**src/rtl/sat_narrow.sv**
```systemverilog
// Signed sample narrower with saturation, a 2-entry skid FIFO on the output side,
// and a sticky flag plus saturating counter of clipped samples.
module sat_narrow #(
  parameter int IN_W  = 8,
  parameter int OUT_W = 2,
  parameter int CNT_W = 8
) (
  input  logic             Clk,
  input  logic             Clear,
  input  logic [IN_W-1:0]  in_data,
  input  logic             in_valid,
  output logic             in_ready,
  output logic [OUT_W-1:0] out_data,
  output logic             out_sat,
  output logic             out_valid,
  input  logic             out_ready,
  output logic             sat_sticky,
  output logic [CNT_W-1:0] sat_count,
  input  logic             sat_clr
);

  localparam logic signed [IN_W-1:0] MAX_IN  = IN_W'((1 << (OUT_W - 1)) - 1);
  localparam logic signed [IN_W-1:0] MIN_IN  = IN_W'(-(1 << (OUT_W - 1)));
  localparam logic [OUT_W-1:0]       MAX_OUT = OUT_W'((1 << (OUT_W - 1)) - 1);
  localparam logic [OUT_W-1:0]       MIN_OUT = OUT_W'(1 << (OUT_W - 1));
  localparam logic [CNT_W-1:0]       CNT_MAX = {CNT_W{1'b1}};

  typedef enum logic [1:0] {EMPTY, ONE, FULL} state_t;

  state_t             state_q, state_d;
  logic [OUT_W-1:0]   data0_q, data0_d, data1_q, data1_d;
  logic               sat0_q, sat0_d, sat1_q, sat1_d;
  logic               in_ready_q, out_valid_q;
  logic               sticky_q, sticky_d;
  logic [CNT_W-1:0]   count_q, count_d;

  logic               accept, xfer;
  logic [OUT_W-1:0]   narrow_data;
  logic               narrow_sat;

  assign accept = in_valid && in_ready_q;
  assign xfer   = out_valid_q && out_ready;

  always_comb begin
    narrow_data = in_data[OUT_W-1:0];
    narrow_sat  = 1'b0;
    if ($signed(in_data) > MAX_IN) begin
      narrow_data = MAX_OUT;
      narrow_sat  = 1'b1;
    end else if ($signed(in_data) < MIN_IN) begin
      narrow_data = MIN_OUT;
      narrow_sat  = 1'b1;
    end
  end

  // Entry 0 is always the oldest and drives the outputs directly.
  always_comb begin
    state_d = state_q;
    data0_d = data0_q;
    sat0_d  = sat0_q;
    data1_d = data1_q;
    sat1_d  = sat1_q;
    unique case (state_q)
      EMPTY: begin
        if (accept) begin
          state_d = ONE;
          data0_d = narrow_data;
          sat0_d  = narrow_sat;
        end
      end
      ONE: begin
        if (accept && xfer) begin
          data0_d = narrow_data;
          sat0_d  = narrow_sat;
        end else if (accept) begin
          state_d = FULL;
          data1_d = narrow_data;
          sat1_d  = narrow_sat;
        end else if (xfer) begin
          state_d = EMPTY;
        end
      end
      FULL: begin
        if (xfer) begin
          state_d = ONE;
          data0_d = data1_q;
          sat0_d  = sat1_q;
        end
      end
      default: state_d = EMPTY;
    endcase
  end

  // A clear wins over a clipped sample accepted in the same cycle.
  always_comb begin
    sticky_d = sticky_q;
    count_d  = count_q;
    if (sat_clr) begin
      sticky_d = 1'b0;
      count_d  = '0;
    end else if (accept && narrow_sat) begin
      sticky_d = 1'b1;
      if (count_q != CNT_MAX) count_d = count_q + 1'b1;
    end
  end

  always_ff @(posedge Clk) begin
    if (Clear) begin
      state_q     <= EMPTY;
      data0_q     <= '0;
      sat0_q      <= 1'b0;
      data1_q     <= '0;
      sat1_q      <= 1'b0;
      in_ready_q  <= 1'b1;
      out_valid_q <= 1'b0;
      sticky_q    <= 1'b0;
      count_q     <= '0;
    end else begin
      state_q     <= state_d;
      data0_q     <= data0_d;
      sat0_q      <= sat0_d;
      data1_q     <= data1_d;
      sat1_q      <= sat1_d;
      in_ready_q  <= (state_d != FULL);
      out_valid_q <= (state_d != EMPTY);
      sticky_q    <= sticky_d;
      count_q     <= count_d;
    end
  end

  assign in_ready   = in_ready_q;
  assign out_valid  = out_valid_q;
  assign out_data   = data0_q;
  assign out_sat    = sat0_q;
  assign sat_sticky = sticky_q;
  assign sat_count  = count_q;

endmodule

```
**config.mk**
```make
export PLATFORM = sky130hd
export DESIGN_NAME = sat_narrow
export DESIGN_NICKNAME = d
export VERILOG_FILES = /design/src/rtl/sat_narrow.sv
export SDC_FILE = /design/constraint.sdc
export NUM_CORES = 1
export LEC_CHECK = 0
export BUFFER_PORTS_ARGS = -buffer_cell sky130_fd_sc_hd__buf_2
export CORE_UTILIZATION = 50
export DETAILED_ROUTE_END_ITERATION = 6
export PLACE_DENSITY = 0.75
export SYNTH_ARGS = -nofsm -noshare
export SYNTH_HDL_FRONTEND = slang
export SYNTH_SLANG_ARGS = --single-unit
```
**constraint.sdc**
```tcl
create_clock -name Clk -period 2.25 [get_ports Clk]
set_input_delay 0.1125 -clock Clk [delete_from_list [all_inputs] [get_ports Clk]]
set_output_delay 0.1125 -clock Clk [all_outputs]
set_load 0.01 [all_outputs]
```
# ---- Word level (Yosys, flattened, before mapping)
# Index checks and enable logic that the tools add are counted.
dict set report classes {
  n_addsub 1
  order_cmp 2
  n_eq_ne 7
  mux 18
  bitwise_logic 1
  reduce_logical 11
}
# operator count
set op_table {}
lappend op_table {{$mux 2} 10}
lappend op_table {{$pmux 2 s3} 2}
lappend op_table {{$add 8x1->8 const B} 1}
lappend op_table {{$gt 8x2->1 const B} 1}
lappend op_table {{$lt 8x2->1 const B} 1}
lappend op_table {{$ne 2x2->1 const B} 4}
lappend op_table {{$ne 8x8->1 const B} 1}
lappend op_table {{$mux 1} 5}
lappend op_table {{$logic_and 1x1->1} 4}
lappend op_table {{$reduce_and 4->1} 1}
lappend op_table {{$pmux 1 s3} 1}
lappend op_table {{$reduce_and 3->1} 1}
lappend op_table {{$reduce_bool 3->1} 1}
lappend op_table {{$eq 2x1->1 const B} 1}
lappend op_table {{$eq 2x2->1 const B} 1}
lappend op_table {{$logic_not 2->1} 1}
lappend op_table {{$reduce_and 2->1} 1}
lappend op_table {{$reduce_bool 2->1} 1}
lappend op_table {{$reduce_or 2->1} 1}
lappend op_table {{$not 1->1} 1}
dict set report totals {
  register_bits 19
  input_bits 13
  output_inout_bits 14
  wordCells 49
}

# ---- Depth between registers and ports, before layout
dict set report logic_depth {
  ltp_word 6
  ltp_mapped 6
  depth_no_buf 5
}

# ---- Worst setup path after synthesis
# OpenSTA, ideal clock, no wires.
dict set report synth_timing {
  path_kind {input to register}
  from {in in_data[6]}
  to {reg count_q[6], in the netlist sat_count[6]}
  setup_time_ns 0.079
  arrival_time_ns 1.585
  required_time_ns 2.171
  slack_ns 0.586
  path_stages 5
  n_path_buf 0
  path_cell_list {or4_4 > or4_4 > and3_4 > and3_4 > a211oi_2}
}
dict set report synth_between {
  elab_chain_cells 5
}
# item line
set synth_lines {}
lappend synth_lines {{from (decl)} 10} ;# input logic [IN_W-1:0] in_data,
lappend synth_lines {{$lt 8x2->1} 50} ;# end else if ($signed(in_data) < MIN_IN) begin
lappend synth_lines {{$mux 1} 50}
lappend synth_lines {{$mux 1 *} 47} ;# if ($signed(in_data) > MAX_IN) begin
lappend synth_lines {{$logic_and 1x1->1 *} 101} ;# end else if (accept && narrow_sat) begin
lappend synth_lines {{$reduce_and 2->1 (no source line) *} n/a}
lappend synth_lines {{to (signal assigned)} 127} ;# count_q <= count_d;
lappend synth_lines {{to (decl)} 35} ;# logic [CNT_W-1:0] count_q, count_d;
# Every way passes the cells marked *; elsewhere a longest branch is shown, timed or not.
# A chain may end at the register's enable or synchronous reset.

# ---- Final worst setup path
dict set report layout_timing {
  from {reg state_q[0]}
  to {reg sat0_q, in the netlist out_sat}
}
dict set report layout_between {
  elab_chain_cells 3
}
# item line
set layout_lines {}
lappend layout_lines {{from (decl)} 30} ;# state_t state_q, state_d;
lappend layout_lines {{from (signal assigned)} 119} ;# state_q <= state_d;
lappend layout_lines {{$eq 2x1->1 (tied with other cells)} 63} ;# unique case (state_q)
lappend layout_lines {{$ne 2x2->1 (no source line) / $reduce_bool 3->1 (equally long branches)} n/a}
lappend layout_lines {{$reduce_and 4->1 (no source line)} n/a}
lappend layout_lines {{to (signal assigned)} 121} ;# sat0_q <= sat0_d;
lappend layout_lines {{to (decl)} 32} ;# logic sat0_q, sat0_d, sat1_q, sat1_d;
# Several ways; a longest one is shown, not always the timed one.

==> results.json <==
{
  "first_pass_iters": 4,
  "ys_ff_latch": 19,
  "fin_total_pwr_mw": 0.642,
  "tritoncts.num_buffers": 3,
  "cts_resized": 0,
  "list_of_most_frequent_post_synthesis_cells": "sky130_fd_sc_hd__dfxtp_1 (19), sky130_fd_sc_hd__nand2_1 (14), sky130_fd_sc_hd__nor2_1 (13)",
  "synth_top_area_share_pct": 40.2,
  "netlist_instances": 114,
  "clk_pin_slew_worst_paths_ns": 0.11,
  "wire_per_inst_um": 11.1,
  "avgViaCountPerCell": 5.45,
  "fin_crit_sh_pct": 73.7,
  "grt_max_degree": 14,
  "grt_usage_pct": 20.3,
  "worstHoldPathType": "in -> reg",
  "final.min_clock_period_ns": 1.66,
  "timing.critical_path.max_delay_family": "compound AO/OA/AOI/OAI gates",
  "floorplan.rows": 15,
  "post_cts_buffers": 0,
  "grt_overflow": 0,
  "grt_antenna_before_repair": 0,
  "vert_die_dim_um": 45.5,
  "worst_path_bufs_invs": 0,
  "number_of_antenna_cells_inserted": 0,
  "finalHoldWorstSlack_ns": 0.0719,
  "warning_count_from_the_yosys_run": 0,
  "hold_violations": 0,
  "postSynthAreaPerCell_um2": 8.31,
  "fin_area_um2": 1120,
  "status": "completed",
  "effective_utilization_at_floorplan_pct": 54.3,
  "regToRegSetupSlack_ns": 0.59,
  "placed_cells": 162,
  "clock_tree.htree_level_count": 1,
  "root_buffer": "sky130_fd_sc_hd__clkbuf_4",
  "pd_cells_nw_per_um2": 573,
  "setup_viol": 0,
  "die-area_um2": 2070,
  "drc_errors": 0,
  "area_of_the_mapped_netlist_um2": 947,
  "synth_sequential_area_ratio_pct": 40.2,
  "worst_path_largest_cell_delay_ns": 0.44,
  "cp_data_required_time_ns": 2.45,
  "worstSetupEndpointType": "register",
  "worst_setup_path_start_kind": "register",
  "synth-main-ff-cell": "sky130_fd_sc_hd__dfxtp_1",
  "clk-insertion-delay-late_ns": 0.28,
  "max-clock-path-buffers": 2,
  "drive_gt1_share_pct": 28.4,
  "floorplan.core_area_um2": 1750,
  "post-route-worst-setup-slack_ns": 0.591,
  "dp_worst_setup_slack_ns": 0.433,
  "worstSetupPathType": "reg -> reg",
  "fin_skew_ns": 0.0113,
  "tritoncts_num_sinks": 19,
  "critical-path-slowest-cell": "sky130_fd_sc_hd__dfxtp_1",
  "antenna_left": 0,
  "fmaxAchievable_mhz": 603,
  "place_congestion": 0.806,
  "synthArstFlopShare_pct": 0,
  "count_of_final_max_slew_check_failures": 0,
  "detailroute.via_count": 904,
  "nFillCells": 159,
  "fp.dieW_um": 45.5,
  "timing.max_cap.violations": 0,
  "detailed_place_hpwl_mm": 1.47,
  "relSlewSlack_pct": 69.1,
  "placement.cell_area_um2": 1090,
  "cts_tree": "done",
  "setup_total_negative_slack_ns": 0,
  "most_area_consuming_cells_after_synthesis": "sky130_fd_sc_hd__dfxtp_1 (40%), sky130_fd_sc_hd__nand2_1 (5.5%), sky130_fd_sc_hd__mux2i_1 (5.3%)",
  "synth_enable_flop_cells": 0,
  "top_level_pins": 27,
  "global_route_wire_length_before_repair_mm": 3.08,
  "yosysMostFrequentCell": "sky130_fd_sc_hd__dfxtp_1",
  "finish.cell_count_without_fillers": 166,
  "ctsHoldBuffers": 0,
  "synth_to_layout_area_growth_pct": 18.2,
  "final_net_count": 156,
  "routed_wirelength_mm": 1.84,
  "numPortBuffers": 26,
  "drt_first_iter_violations": 15,
  "critical_path.cell_chain": "nand2b_1 > o22ai_1 > a31oi_1 > a21oi_1 > a221oi_1",
  "synth.largest_area_cell": "sky130_fd_sc_hd__dfxtp_1",
  "synth.net_count": 128,
  "tightest_slew_ns": 0.462,
  "rsz0062_at_grt": "false",
  "power.ir.vdd_worst_v": 0.000355,
  "data_arrival_critical_path_ns": 1.86,
  "synth_cell_type_count": 33,
  "timing.critical_path.fanout_max": 7,
  "leakagePower_nw": 0.490,
  "via_count_of_the_first_global_routing_pass": 775,
  "final_util_pct": 64.2
}
-- cells by family (layout without fill, tap and decap cells) --
family | Yosys count | count (layout) | synth area share, %
AND/OR/NAND/NOR | 54 | 54 | 31.3
AO/OA/AOI/OAI | 24 | 24 | 16.4
flip-flops | 19 | 19 | 40.2
buffers and inverters | 10 | 37 | 4.36
multiplexers | 6 | 6 | 6.47
adder cells (fa/ha/maj) | 1 | 1 | 1.32
-- path summary, 6_finish.rpt --
check / end / startpoint / cells after the start
max: out_sat / state_q[0] / 5
min: state_q[1] / out_ready / 2
max reg2reg: out_sat / state_q[0] / 5
min reg2reg: out_sat / out_sat / 2
-- cell type report --
class / instances / area (um2) / area share, %
well taps: 25 / 31.3 / 2.79
flip-flops and latches: 19 / 380 / 34.0
repair buffers: 26 / 130 / 11.6
clock buffers: 4 / 26.3 / 2.35
inverters: 7 / 26.3 / 2.35
multi-input cells: 85 / 526 / 46.9
-- cells in the final DEF (no fill, tap or decap) --
| master | n |
|---|---|
| sky130_fd_sc_hd__buf_2 | 26 |
| sky130_fd_sc_hd__o21a_1 | 1 |
| sky130_fd_sc_hd__nand3_1 | 5 |
| sky130_fd_sc_hd__nand2_1 | 14 |
| sky130_fd_sc_hd__mux2i_1 | 5 |
| sky130_fd_sc_hd__or3_1 | 3 |
| sky130_fd_sc_hd__nand2b_1 | 1 |
| sky130_fd_sc_hd__and3_4 | 2 |
| sky130_fd_sc_hd__and3_1 | 1 |
| sky130_fd_sc_hd__nor4_1 | 3 |
| sky130_fd_sc_hd__dfxtp_1 | 19 |
| sky130_fd_sc_hd__nor2_1 | 13 |
| sky130_fd_sc_hd__ha_1 | 1 |
| sky130_fd_sc_hd__or2_2 | 2 |
| sky130_fd_sc_hd__o31a_1 | 1 |
| sky130_fd_sc_hd__and4_2 | 1 |
| sky130_fd_sc_hd__o21ai_0 | 5 |
| sky130_fd_sc_hd__mux2_2 | 1 |
| sky130_fd_sc_hd__clkbuf_4 | 3 |
| sky130_fd_sc_hd__and2_2 | 1 |
| sky130_fd_sc_hd__nor3b_1 | 1 |
| sky130_fd_sc_hd__clkbuf_1 | 1 |
| sky130_fd_sc_hd__nand4_1 | 3 |
| sky130_fd_sc_hd__or4_4 | 2 |
| sky130_fd_sc_hd__o311ai_0 | 1 |
| sky130_fd_sc_hd__o41ai_1 | 1 |
| sky130_fd_sc_hd__a211oi_2 | 1 |
| sky130_fd_sc_hd__and4_1 | 1 |
| sky130_fd_sc_hd__a31oi_1 | 1 |
| sky130_fd_sc_hd__a221oi_1 | 3 |
| sky130_fd_sc_hd__inv_1 | 7 |
| sky130_fd_sc_hd__nand3_2 | 1 |
| sky130_fd_sc_hd__o22ai_1 | 1 |
| sky130_fd_sc_hd__a21oi_1 | 9 |
-- routing by layer --
layer	GRT usage [%]	up-vias	routed length [um]
met4	5.45	0	12
met1	23.8	417	870
met2	37.4	12	916
met5	0	-	0
met3	3.57	2	40
li1	-	473	-
-- power by group --
group	total (mW)	internal, mW	leakage (nW)	switching, mW
registers	0.368	0.355	0.155	0.0128
logic	0.110	0.0483	0.320	0.0618
clock network	0.164	0.0687	0.0150	0.0952
total	0.642	0.472	0.490	0.170
-- worst reg2reg max path, cell delays in order (launching register included) --
cell and delay [ns]:
sky130_fd_sc_hd__dfxtp_1 0.44, sky130_fd_sc_hd__nand2b_1 0.26, sky130_fd_sc_hd__o22ai_1 0.14, sky130_fd_sc_hd__a31oi_1 0.39
sky130_fd_sc_hd__a21oi_1 0.10, sky130_fd_sc_hd__a221oi_1 0.27
-- state kept, by name, indices dropped and copies added, names as in the netlist --
signal / count
out_sat: 1
sat_count: 8
out_valid: 1
data1_q: 2
sat_sticky: 1
state_q: 2
in_ready: 1
out_data: 2
sat1_q: 1
(Power assumes the default switching activity.)
